**src/rtl/uart_lb_pkg.sv**
```systemverilog
// -----------------------------------------------------------------------------
// uart_lb_pkg
// Shared types and constants for the buffered UART loopback engine.
//   rx_state_t  : receive-handshake FSM states
//   tx_state_t  : transmit-handshake FSM states
//   DROP_CNT_W  : width of the saturating dropped-byte counter
//   addr_width(): FIFO address width for a given (power-of-two) depth
// -----------------------------------------------------------------------------
package uart_lb_pkg;

    typedef enum logic [0:0] {
        RX_IDLE = 1'b0,
        RX_CLR  = 1'b1
    } rx_state_t;

    typedef enum logic [1:0] {
        TX_IDLE      = 2'd0,
        TX_START     = 2'd1,
        TX_WAIT_BUSY = 2'd2,
        TX_WAIT_DONE = 2'd3
    } tx_state_t;

    localparam int DROP_CNT_W = 8;

    // Address width of a FIFO of 'depth' entries; never less than one bit.
    function automatic int addr_width(input int depth);
        return (depth > 1) ? $clog2(depth) : 1;
    endfunction

endpackage

```
**src/rtl/uart_sync_fifo.sv**
```systemverilog
// -----------------------------------------------------------------------------
// uart_sync_fifo
// Single-clock FIFO holding received characters until the transmitter is free.
// Pointers carry one extra wrap bit; full/empty come from comparing them.
// The head entry is read asynchronously so the consumer can register it in
// the same cycle it pops.
//
// Ports:
//   clk    in   system clock
//   rst_n  in   synchronous active-low reset (empties the FIFO)
//   push   in   write din (accepted if not full, or full with a pop)
//   pop    in   remove head entry (ignored when empty)
//   din    in   DATA_W  write data
//   dout   out  DATA_W  head entry
//   full   out  FIFO holds DEPTH entries
//   empty  out  FIFO holds no entries
//   level  out  ADDR_W+1  current occupancy, 0..DEPTH (registered)
// -----------------------------------------------------------------------------
module uart_sync_fifo
    import uart_lb_pkg::*;
#(
    parameter int DATA_W = 8,
    parameter int DEPTH  = 16
) (
    input  logic                          clk,
    input  logic                          rst_n,
    input  logic                          push,
    input  logic                          pop,
    input  logic [DATA_W-1:0]             din,
    output logic [DATA_W-1:0]             dout,
    output logic                          full,
    output logic                          empty,
    output logic [addr_width(DEPTH):0]    level
);

    localparam int ADDR_W = addr_width(DEPTH);

    logic [DATA_W-1:0] mem [DEPTH];
    logic [ADDR_W:0]   wr_ptr_reg;
    logic [ADDR_W:0]   rd_ptr_reg;
    logic [ADDR_W:0]   level_reg;
    logic              do_push;
    logic              do_pop;

    assign empty = (wr_ptr_reg == rd_ptr_reg);
    assign full  = (wr_ptr_reg[ADDR_W] != rd_ptr_reg[ADDR_W]) &&
                   (wr_ptr_reg[ADDR_W-1:0] == rd_ptr_reg[ADDR_W-1:0]);

    // A push into a full FIFO is still taken when the head leaves this cycle:
    // the freed slot is the very one being written.
    assign do_pop  = pop && !empty;
    assign do_push = push && (!full || do_pop);

    assign dout  = mem[rd_ptr_reg[ADDR_W-1:0]];
    assign level = level_reg;

    // Storage has no reset so it can map onto plain RAM.
    always_ff @(posedge clk) begin
        if (do_push) begin
            mem[wr_ptr_reg[ADDR_W-1:0]] <= din;
        end
    end

    always_ff @(posedge clk) begin
        if (!rst_n) begin
            wr_ptr_reg <= '0;
            rd_ptr_reg <= '0;
            level_reg  <= '0;
        end else begin
            if (do_push) begin
                wr_ptr_reg <= wr_ptr_reg + (ADDR_W+1)'(1);
            end
            if (do_pop) begin
                rd_ptr_reg <= rd_ptr_reg + (ADDR_W+1)'(1);
            end
            case ({do_push, do_pop})
                2'b10:   level_reg <= level_reg + (ADDR_W+1)'(1);
                2'b01:   level_reg <= level_reg - (ADDR_W+1)'(1);
                default: level_reg <= level_reg;
            endcase
        end
    end

endmodule

```
**src/rtl/uart_fifo_loopback.sv**
```systemverilog
// -----------------------------------------------------------------------------
// uart_fifo_loopback
// Buffered echo path between the UART receiver (rdy / rdy_clr / data) and the
// UART transmitter (start / busy). Received characters are queued in a FIFO so
// bursts arriving while the transmitter is busy are not lost until the FIFO
// fills; further characters are dropped and (optionally) counted.
//
// Build option:
//   UART_LB_STATS_EN  defined   -> overflow flag and drop counter are built
//                     undefined -> overflow and drop_count are constant 0
//
// Ports:
//   clk         in   system clock
//   rst_n       in   synchronous active-low reset
//   enable      in   1 = echo, 0 = acknowledge and discard received bytes
//   rx_rdy      in   receiver holds a valid byte (level)
//   rx_data     in   DATA_W received byte
//   rx_rdy_clr  out  clear request back to the receiver
//   tx_busy     in   transmitter busy
//   tx_start    out  one-cycle start pulse
//   tx_data     out  DATA_W byte being transmitted
//   fifo_level  out  $clog2(DEPTH)+1 FIFO occupancy
//   overflow    out  sticky, set on first dropped byte
//   drop_count  out  8 saturating count of dropped bytes
// -----------------------------------------------------------------------------
module uart_fifo_loopback
    import uart_lb_pkg::*;
#(
    parameter int DATA_W       = 8,
    parameter int DEPTH        = 16,
    parameter int BUSY_TIMEOUT = 4096
) (
    input  logic                     clk,
    input  logic                     rst_n,
    input  logic                     enable,
    input  logic                     rx_rdy,
    input  logic [DATA_W-1:0]        rx_data,
    output logic                     rx_rdy_clr,
    input  logic                     tx_busy,
    output logic                     tx_start,
    output logic [DATA_W-1:0]        tx_data,
    output logic [$clog2(DEPTH):0]   fifo_level,
    output logic                     overflow,
    output logic [DROP_CNT_W-1:0]    drop_count
);

    // The timer counts cycles since tx_start; the start cycle itself is 1.
    localparam int             TIMER_W   = $clog2(BUSY_TIMEOUT + 1);
    localparam logic [TIMER_W-1:0] TIMER_MAX = TIMER_W'(BUSY_TIMEOUT - 1);

    rx_state_t            rx_state_reg;
    tx_state_t            tx_state_reg;
    logic                 rx_rdy_clr_reg;
    logic                 tx_start_reg;
    logic [DATA_W-1:0]    tx_data_reg;
    logic [TIMER_W-1:0]   timer_reg;

    logic                 rx_capture;
    logic                 fifo_push;
    logic                 fifo_pop;
    logic                 fifo_full;
    logic                 fifo_empty;
    logic [DATA_W-1:0]    fifo_dout;

    // A byte is captured exactly once: only in RX_IDLE, which is left at once.
    assign rx_capture = (rx_state_reg == RX_IDLE) && rx_rdy;
    assign fifo_push  = rx_capture && enable;
    assign fifo_pop   = (tx_state_reg == TX_IDLE) && !fifo_empty;

    uart_sync_fifo #(
        .DATA_W (DATA_W),
        .DEPTH  (DEPTH)
    ) u_fifo (
        .clk   (clk),
        .rst_n (rst_n),
        .push  (fifo_push),
        .pop   (fifo_pop),
        .din   (rx_data),
        .dout  (fifo_dout),
        .full  (fifo_full),
        .empty (fifo_empty),
        .level (fifo_level)
    );

    // ------------------------------------------------------------------
    // Receive handshake: capture, then hold rdy_clr until rdy drops.
    // ------------------------------------------------------------------
    always_ff @(posedge clk) begin
        if (!rst_n) begin
            rx_state_reg   <= RX_IDLE;
            rx_rdy_clr_reg <= 1'b0;
        end else begin
            case (rx_state_reg)
                RX_IDLE: begin
                    if (rx_rdy) begin
                        rx_state_reg   <= RX_CLR;
                        rx_rdy_clr_reg <= 1'b1;
                    end
                end
                RX_CLR: begin
                    if (!rx_rdy) begin
                        rx_state_reg   <= RX_IDLE;
                        rx_rdy_clr_reg <= 1'b0;
                    end
                end
                default: begin
                    rx_state_reg   <= RX_IDLE;
                    rx_rdy_clr_reg <= 1'b0;
                end
            endcase
        end
    end

    // ------------------------------------------------------------------
    // Transmit handshake. tx_data is loaded on pop and held until the next
    // pop, so it stays stable for the whole transmission.
    // ------------------------------------------------------------------
    always_ff @(posedge clk) begin
        if (!rst_n) begin
            tx_state_reg <= TX_IDLE;
            tx_start_reg <= 1'b0;
            tx_data_reg  <= '0;
            timer_reg    <= '0;
        end else begin
            tx_start_reg <= 1'b0;
            case (tx_state_reg)
                TX_IDLE: begin
                    if (!fifo_empty) begin
                        tx_data_reg  <= fifo_dout;
                        tx_start_reg <= 1'b1;
                        tx_state_reg <= TX_START;
                    end
                end
                TX_START: begin
                    timer_reg    <= TIMER_W'(1);
                    tx_state_reg <= TX_WAIT_BUSY;
                end
                TX_WAIT_BUSY: begin
                    if (tx_busy) begin
                        tx_state_reg <= TX_WAIT_DONE;
                    end else if (timer_reg >= TIMER_MAX) begin
                        // Transmitter never acknowledged; treat byte as sent.
                        tx_state_reg <= TX_IDLE;
                    end else begin
                        timer_reg <= timer_reg + TIMER_W'(1);
                    end
                end
                TX_WAIT_DONE: begin
                    if (!tx_busy) begin
                        tx_state_reg <= TX_IDLE;
                    end
                end
                default: begin
                    tx_state_reg <= TX_IDLE;
                end
            endcase
        end
    end

    assign rx_rdy_clr = rx_rdy_clr_reg;
    assign tx_start   = tx_start_reg;
    assign tx_data    = tx_data_reg;

    // ------------------------------------------------------------------
    // Drop statistics. A drop is an enabled capture the FIFO cannot take.
    // ------------------------------------------------------------------
`ifdef UART_LB_STATS_EN
    logic                  push_drop;
    logic                  overflow_reg;
    logic [DROP_CNT_W-1:0] drop_cnt_reg;

    assign push_drop = fifo_push && fifo_full && !fifo_pop;

    always_ff @(posedge clk) begin
        if (!rst_n) begin
            overflow_reg <= 1'b0;
            drop_cnt_reg <= '0;
        end else if (push_drop) begin
            overflow_reg <= 1'b1;
            if (drop_cnt_reg != {DROP_CNT_W{1'b1}}) begin
                drop_cnt_reg <= drop_cnt_reg + DROP_CNT_W'(1);
            end
        end
    end

    assign overflow   = overflow_reg;
    assign drop_count = drop_cnt_reg;
`else
    assign overflow   = 1'b0;
    assign drop_count = '0;
`endif

endmodule

```
**config.mk**
```make
export PLATFORM = sky130hd
export DESIGN_NAME = uart_fifo_loopback
export DESIGN_NICKNAME = d
export VERILOG_FILES = /design/src/rtl/uart_lb_pkg.sv /design/src/rtl/uart_sync_fifo.sv /design/src/rtl/uart_fifo_loopback.sv
export SDC_FILE = /design/constraint.sdc
export NUM_CORES = 1
export LEC_CHECK = 0
export ABC_AREA = 0
export CORE_MARGIN = 5
export CORE_UTILIZATION = 45
export CTS_CLUSTER_DIAMETER = 50
export DETAILED_ROUTE_END_ITERATION = 6
export GPL_TIMING_DRIVEN = 0
export HOLD_SLACK_MARGIN = 0.03
export PLACE_DENSITY_LB_ADDON = 0.12
export SETUP_SLACK_MARGIN = 0.2
export SLEW_MARGIN = 30
export SYNTH_ARGS = -nofsm -noshare
export SYNTH_HDL_FRONTEND = slang
export SYNTH_SLANG_ARGS = --single-unit
```
**constraint.sdc**
```tcl
create_clock -name clk -period 2.8 [get_ports clk]
set_input_delay 0.56 -clock clk [delete_from_list [all_inputs] [get_ports clk]]
set_output_delay 0.56 -clock clk [all_outputs]
set_load 0.02 [all_outputs]
```
==> results of run 1 <==
[final timing paths]
check                           slack [ns]                 start               to  depth (start not counted)
worst max register to register        0.02  u_fifo.rd_ptr_reg[1]  u_fifo.level[4]                         14
worst max-delay path                  0.02  u_fifo.rd_ptr_reg[1]  u_fifo.level[4]                         14
worst min register to register        0.48            tx_data[3]       tx_data[3]                          2
worst min-delay path                  0.48            tx_data[3]       tx_data[3]                          2
[synthesized netlist by cell type, drive strengths merged]
master	instances
nand4	7
or4b	1
and2	8
a31oi	2
nand2b	10
or3b	1
o31ai	1
nand2	31
nor2	29
o2111ai	1
inv	8
and3	5
ha	10
nor4	3
and4	4
a21boi	7
nor4b	1
o22ai	8
clkbuf	12
nor2b	6
mux2i	11
nor3	7
a21o	1
dfxtp	41
o211ai	2
nand4bb	1
or3	4
nand3	11
or4	1
a22o	16
mux4	32
o21ai	10
edfxtp	128
xor2	7
a221o	1
buf	19
nand3b	4
a21oi	10
conb	1
xnor2	5
[timing repair]
action	in CTS	in global routing
pin swaps	9	5
resized for setup	5	20
setup buffers	9	2
endpoints found under the setup margin	2	123
[kinds of logic after synthesis]
logic type                 count (synthesis)  share of synthesized area [%]
and+or+nand+nor                          134                           10.5
AOI/OAI and AO/OA                         59                           6.05
other                                      1                         0.0527
adders and majority gates                 10                           1.76
xor gates and xnor gates                  12                           1.48
DFF                                      169                           65.5
muxes                                     43                           11.7
buffers and inverters                     39                           2.97
[power by group]
group,internal (mW),switching (mW),leakage [nW],total (mW)
clock,1.25,1.00,0.271,2.25
sequential,2.81,0.114,1.49,2.93
combinational,0.820,0.812,1.06,1.63
total,4.89,1.93,2.82,6.82
[through the flow]
step                setup WS [ns]  std cells
detailed placement         -0.548        718
finish                     0.0220        761
global placement           -0.534        718
global route               -0.115        761
CTS                      -0.00958        759
floorplan                 -0.0290        475
[routing by layer]
metal  vias to the layer above  share of wire [%]  global-route usage, %
li1                       1926                  -                      -
met1                      2053                 45                   22.5
met2                        93                 50                   27.7
met3                         8                3.5                   3.83
met4                         0                1.3                   4.42
met5                         -                  0                      0
[worst reg2reg max path: cells and delay by family (launching register included)]
kind / cells / cell delay, ns
adder cells (fa/ha/maj): 2 / 0.34
XOR/XNOR: 3 / 0.43
AO/OA/AOI/OAI: 3 / 0.29
flip-flops: 1 / 0.33
buffers and inverters: 3 / 0.39
AND/OR/NAND/NOR: 3 / 0.88
[cell type report]
class                      instances  area (µm²)  area share (%)
buffer                            31         209            2.46
multi-input combinational        267        2390            28.1
inverter                           8        30.0           0.354
clock inverter                    13         133            1.56
sequential                       169        4670            55.0
clock buffer                      19         433            5.10
tap                              216         270            3.18
timing repair buffer              38         353            4.16
==> qor_table.md, run 1 <==
| Step | Result | Reported |
| --- | --- | --- |
| run status | Status | completed |
| timing | Final setup skew | 0.0113 ns |
| clock tree | Number of buffers on the longest clock path | 2 |
| flow run | # Max-Cap Violations | 0 |
| cells and area | Commonest non-fill, non-tap cell in the layout | edfxtp_1 |
| synthesis | Leading post-synthesis cells by cell area | edfxtp_1 54%, dfxtp_1 12%, mux4_2 10% |
| detailed routing | DR WL/cell | 19.3 µm |
| detailed routing | Total via count in the routed design | 4080 |
| detailed routing | First DRT Iteration DRCs | 287 |
| cells and area | Total Nets Final | 555 |
| timing | Unrepaired setup endpoints after global routing | true |
| floorplan | Site row count | 46 |
| pwr | Total power consumption of the routed design | 6.82 mW |
| clock tree | Number of buffers created by CTS | 17 |
| place | Detailed placement HPWL | 9790 µm |
| global route | Largest net degree at the start of global routing | 17 |
| pwr | Power per standard cell area | 803 nW/µm² |
| cells and area | Share of final-layout standard cells stronger than drive strength 1 | 23.3% |
| synthesis | Mean area per synthesized cell | 15.2 µm² |
| timing | Setup TNS | 0 ns |
| detailed routing | Routed Antenna Nets | 0 |
| clock tree | Post-CTS Hold Fix Bufs | 0 |
| timing | Final number of max-transition violations | 0 |
| synthesis | Synth Register Bits | 169 |
| timing | Share of the cycle needed by the critical path after routing | 99.2% |
| pwr | Total leakage power | 2.82 nW |
| timing | Transition time at the pin with the least slew margin | 0.759 ns |
| global route | Number of antenna violations at the first check in global routing | 0 |
| cells and area | Number of diodes | 0 |
| worst setup path | Critical-path cell list | buf_6, xor2_2, nor4_4, a21boi_4, buf_6, ha_4, clkbuf_8, xor2_2, ha_2, or3b_4, a21oi_2, o21ai_1, xnor2_1, and2_1 |
| place | Placed Instance Area | 7760 µm² |
| synthesis | Area share of the largest cell type after synthesis | 54.0% |
| detailed routing | Residual DRC count | 0 |
| detailed routing | Total iterations of the first detailed-routing run | 4 |
| synthesis | Synthesized netlist cell count | 467 |
| place | Gpl congestion | 0.788 |
| detailed routing | Detailed-route wire length | 14700 µm |
| timing | Final Critical Period | 2.78 ns |
| clock tree | Clock latency of the later-clocked register in the worst-skew pair | 0.42 ns |
| clock tree | H-tree depth | 4 |
| worst setup path | Required time of the critical path | 3.11 ns |
| worst setup path | Largest driver fanout on the critical path | 3 |
| cells and area | # fillers | 1285 |
| synthesis | Mapped Area | 7120 µm² |
| floorplan | Initial Utilization | 45.3% |
| place | Buffers added on ports | 27 |
| global route | GR Overflow Total | 0 |
| global route | Global-route wire length before repair | 22700 µm |
| worst setup path | Critical path buffer and inverter count | 3 |
| synthesis | Count of different cell masters after synthesis | 55 |
| worst setup path | Longest individual stage delay on the worst path | 0.37 ns |
| timing | Final number of hold-violating endpoints | 0 |
| floorplan | # IOs | 37 |
| global route | Via count of the first global-routing pass | 4015 |
| global route | Overall Global Routing Usage | 16.8% |
| floorplan | Core ar. | 15700 µm² |
| synthesis | Count of yosys warnings during synthesis | 0 |
| clock tree | TritonCTS clock tree | built |
| clock tree | Root cell of the clock tree | clkbuf_16 |
| timing | Maximum clock frequency | 360 MHz |
| clock tree | Clock slew at the register clock pins of the worst setup and hold paths | 0.07 ns |
| worst hold path | Type of the most critical hold path | reg -> reg |
| timing | Headroom to the max-slew limit | 49.4% |
| floorplan | Die extent in x | 136 µm |
| worst setup path | Delay-heaviest family, CP | simple AND/OR/NAND/NOR gates |
| worst setup path | Crit path launch type | flip-flop |
| floorplan | Die outline area | 18400 µm² |
| detailed routing | Per-cell via count in the routed design | 5.36 |
| cells and area | Non-Filler Cell Area, Final | 8490 µm² |
| clock tree | TritonCTS sink count | 169 |
| synthesis | Synth area leader | edfxtp_1 |
| cells and area | Most frequent cells in the layout | 128 x edfxtp_1, 37 x dfxtp_1, 32 x mux4_2 |
| worst setup path | Type of destination of the critical path | flip-flop |
| floorplan | Die H | 136 µm |
| timing | Worst hold slack | 0.477 ns |
| timing | Final Setup Violations | 0 |
| synthesis | Seq/Total Area, Yosys | 65.5% |
| worst setup path | Max stage delay cell, worst path | nor4_4 |
| cells and area | Layout overhead on the synthesized area | 19.2% |
| worst setup path | Type of the worst setup path | reg -> reg |
| worst setup path | Data arrival time of the critical path | 3.09 ns |
| cells and area | Share of the core filled with cells | 54.0% |
| pwr | Peak supply drop | 0.000444 V |
| cells and area | Flip-flop count of the largest register after layout | 128 |
No activity file was read; power rests on OpenSTA's default activity.
==> run 2: changes to the inputs <==
--- a/config.mk
+++ b/config.mk
@@ -12,7 +12,7 @@
 export DETAILED_ROUTE_END_ITERATION = 6
 export GPL_TIMING_DRIVEN = 0
 export HOLD_SLACK_MARGIN = 0.03
-export PLACE_DENSITY_LB_ADDON = 0.12
+export PLACE_DENSITY = 0.65
 export SETUP_SLACK_MARGIN = 0.2
 export SLEW_MARGIN = 30
 export SYNTH_ARGS = -nofsm -noshare
==> constraint.sdc (replaced) <==
create_clock -name clk -period 2.8 [get_ports clk]
set_input_delay 0.56 -clock clk [delete_from_list [all_inputs] [get_ports clk]]
set_output_delay 0.56 -clock clk [all_outputs]
set_load 0.1 [all_outputs]
==> qor_table.md, run 2 (synthesized netlist as in run 1, its figures left out) <==
| Step | Result | Reported |
| --- | --- | --- |
| worst setup path | Required time of the critical path | 3.16 ns |
| cells and area | Layout overhead on the synthesized area | 19.5% |
| flow run | # Max-Cap Violations | 0 |
| cells and area | Share of final-layout standard cells stronger than drive strength 1 | 22.9% |
| detailed routing | DR WL/cell | 20.0 µm |
| place | Placed Instance Area | 7760 µm² |
| cells and area | Total Nets Final | 555 |
| timing | Unrepaired setup endpoints after global routing | true |
| worst setup path | Type of the worst setup path | reg -> reg |
| pwr | Power per standard cell area | 876 nW/µm² |
| clock tree | Number of buffers on the longest clock path | 2 |
| cells and area | # fillers | 1264 |
| worst setup path | R2r setup slk | 0.06 ns |
| clock tree | Clock slew at the register clock pins of the worst setup and hold paths | 0.06 ns |
| timing | Maximum clock frequency | 365 MHz |
| global route | Via count of the first global-routing pass | 4207 |
| timing | Final Critical Period | 2.74 ns |
| run status | Status | completed |
| worst setup path | Type of destination of the critical path | flip-flop |
| floorplan | Core ar. | 15700 µm² |
| timing | Transition time at the pin with the least slew margin | 0.996 ns |
| floorplan | Initial Utilization | 45.3% |
| place | Detailed placement HPWL | 9820 µm |
| clock tree | Number of buffers created by CTS | 17 |
| global route | Number of antenna violations at the first check in global routing | 0 |
| cells and area | Non-Filler Cell Area, Final | 8510 µm² |
| cells and area | Flip-flop count of the largest register after layout | 128 |
| detailed routing | First DRT Iteration DRCs | 386 |
| place | Buffers added on ports | 27 |
| floorplan | Die H | 136 µm |
| floorplan | Site row count | 46 |
| clock tree | Root cell of the clock tree | clkbuf_16 |
| timing | Final setup skew | 0.0111 ns |
| floorplan | Die extent in x | 136 µm |
| global route | Largest net degree at the start of global routing | 18 |
| detailed routing | Per-cell via count in the routed design | 5.38 |
| timing | Final number of hold-violating endpoints | 0 |
| worst setup path | Data arrival time of the critical path | 3.10 ns |
| worst setup path | Crit path launch type | flip-flop |
| global route | GR Overflow Total | 0 |
| detailed routing | Routed Antenna Nets | 0 |
| clock tree | TritonCTS sink count | 169 |
| timing | Final Setup Violations | 0 |
| worst setup path | Max stage delay cell, worst path | or3_1 |
| timing | Share of the cycle needed by the critical path after routing | 97.8% |
| cells and area | Most frequent cells in the layout | 128 x edfxtp_1, 35 x dfxtp_1, 32 x mux4_2 |
| timing | Headroom to the max-slew limit | 33.4% |
| detailed routing | Total via count in the routed design | 4097 |
| cells and area | Share of the core filled with cells | 54.2% |
| worst setup path | Critical-path cell list | buf_12, xor2_4, nor4_4, buf_4, a21oi_4, inv_2, ha_4, buf_8, xor2_2, ha_2, buf_6, a21oi_2, xor2_1, or3_1, a21boi_1 |
| timing | Final number of max-transition violations | 0 |
| floorplan | Die outline area | 18400 µm² |
| clock tree | TritonCTS clock tree | built |
| detailed routing | Detailed-route wire length | 15200 µm |
| worst setup path | Largest driver fanout on the critical path | 3 |
| worst setup path | Longest individual stage delay on the worst path | 0.37 ns |
| place | Gpl congestion | 0.860 |
| floorplan | # IOs | 37 |
| timing | Worst hold slack | 0.476 ns |
| global route | Global-route wire length before repair | 23600 µm |
| clock tree | H-tree depth | 4 |
| detailed routing | Total iterations of the first detailed-routing run | 5 |
| worst hold path | Type of the most critical hold path | reg -> reg |
| cells and area | Commonest non-fill, non-tap cell in the layout | edfxtp_1 |
| pwr | Peak supply drop | 0.000491 V |
| detailed routing | Residual DRC count | 0 |
| cells and area | Number of diodes | 0 |
| pwr | Total leakage power | 2.88 nW |
| global route | Overall Global Routing Usage | 17.4% |
| clock tree | Clock latency of the later-clocked register in the worst-skew pair | 0.43 ns |
[run 2: cell type report]
class	instances	area (µm²)	share of cell area [%]
tap	216	270	3.18
clock buffer	17	425	5.00
clock inverter	15	159	1.87
buffer	31	215	2.53
inverter	8	30.0	0.353
sequential	169	4670	54.9
multi-input combinational	267	2380	28.0
timing repair buffer	38	357	4.19
[run 2: metal layers]
metal  up-vias  GRT usage [%]  part of all wire (%)
li1       1918              -                     -
met4         0           5.49                   1.5
met5         -              0                     0
met1      2048           22.4                    39
met2       112           29.5                    54
met3        19           4.05                   5.5
[run 2: repair_timing]
action | CTS | global route
hold buffers | 0 | 0
setup endpoints to repair | 4 | 8
resized for setup | 14 | 9
endpoints found under the hold margin | 0 | 0
pin swaps | 7 | 8
setup buffers | 8 | 3
[run 2: report_power, final]
group | leakage [nW] | total [mW] | switching [mW] | internal (mW)
Combinational | 1.11 | 2.23 | 1.38 | 0.843
Sequential | 1.49 | 2.92 | 0.109 | 2.81
Clock | 0.287 | 2.31 | 1.05 | 1.26
[run 2: path summary, 6_finish.rpt]
check                                           from  cells past startpoint              end
worst min-delay path                      tx_data[1]                      2       tx_data[1]
worst max register to register  u_fifo.rd_ptr_reg[0]                     15  u_fifo.level[2]
worst min register to register            tx_data[1]                      2       tx_data[1]
worst max-delay path            u_fifo.rd_ptr_reg[0]                     15  u_fifo.level[2]
[run 2: worst max-delay path: cells and delay by family, from the launching register on]
family                     cells  cell delay, ns
adders and majority gates      2            0.36
DFF                            1            0.34
and+or+nand+nor                2            0.67
AOI/OAI and AO/OA              3            0.21
buffers and inverters          5            0.61
xor gates and xnor gates       3            0.48
[run 2: per-stage QoR]
step / instances / setup TNS [ns] / total power [mW] / setup WS [ns]
5_1_grt: 761 / -0.0847 / 7.76 / -0.0615
2_1_floorplan: 475 / -0.0965 / 4.56 / -0.0965
6_report: 761 / 0 / 7.46 / 0.0630
4_1_cts: 758 / 0 / 7.42 / 0.0580
3_5_place_dp: 718 / -6.88 / 5.05 / -0.649
3_3_place_gp: 718 / -14.75 / 5.01 / -0.584
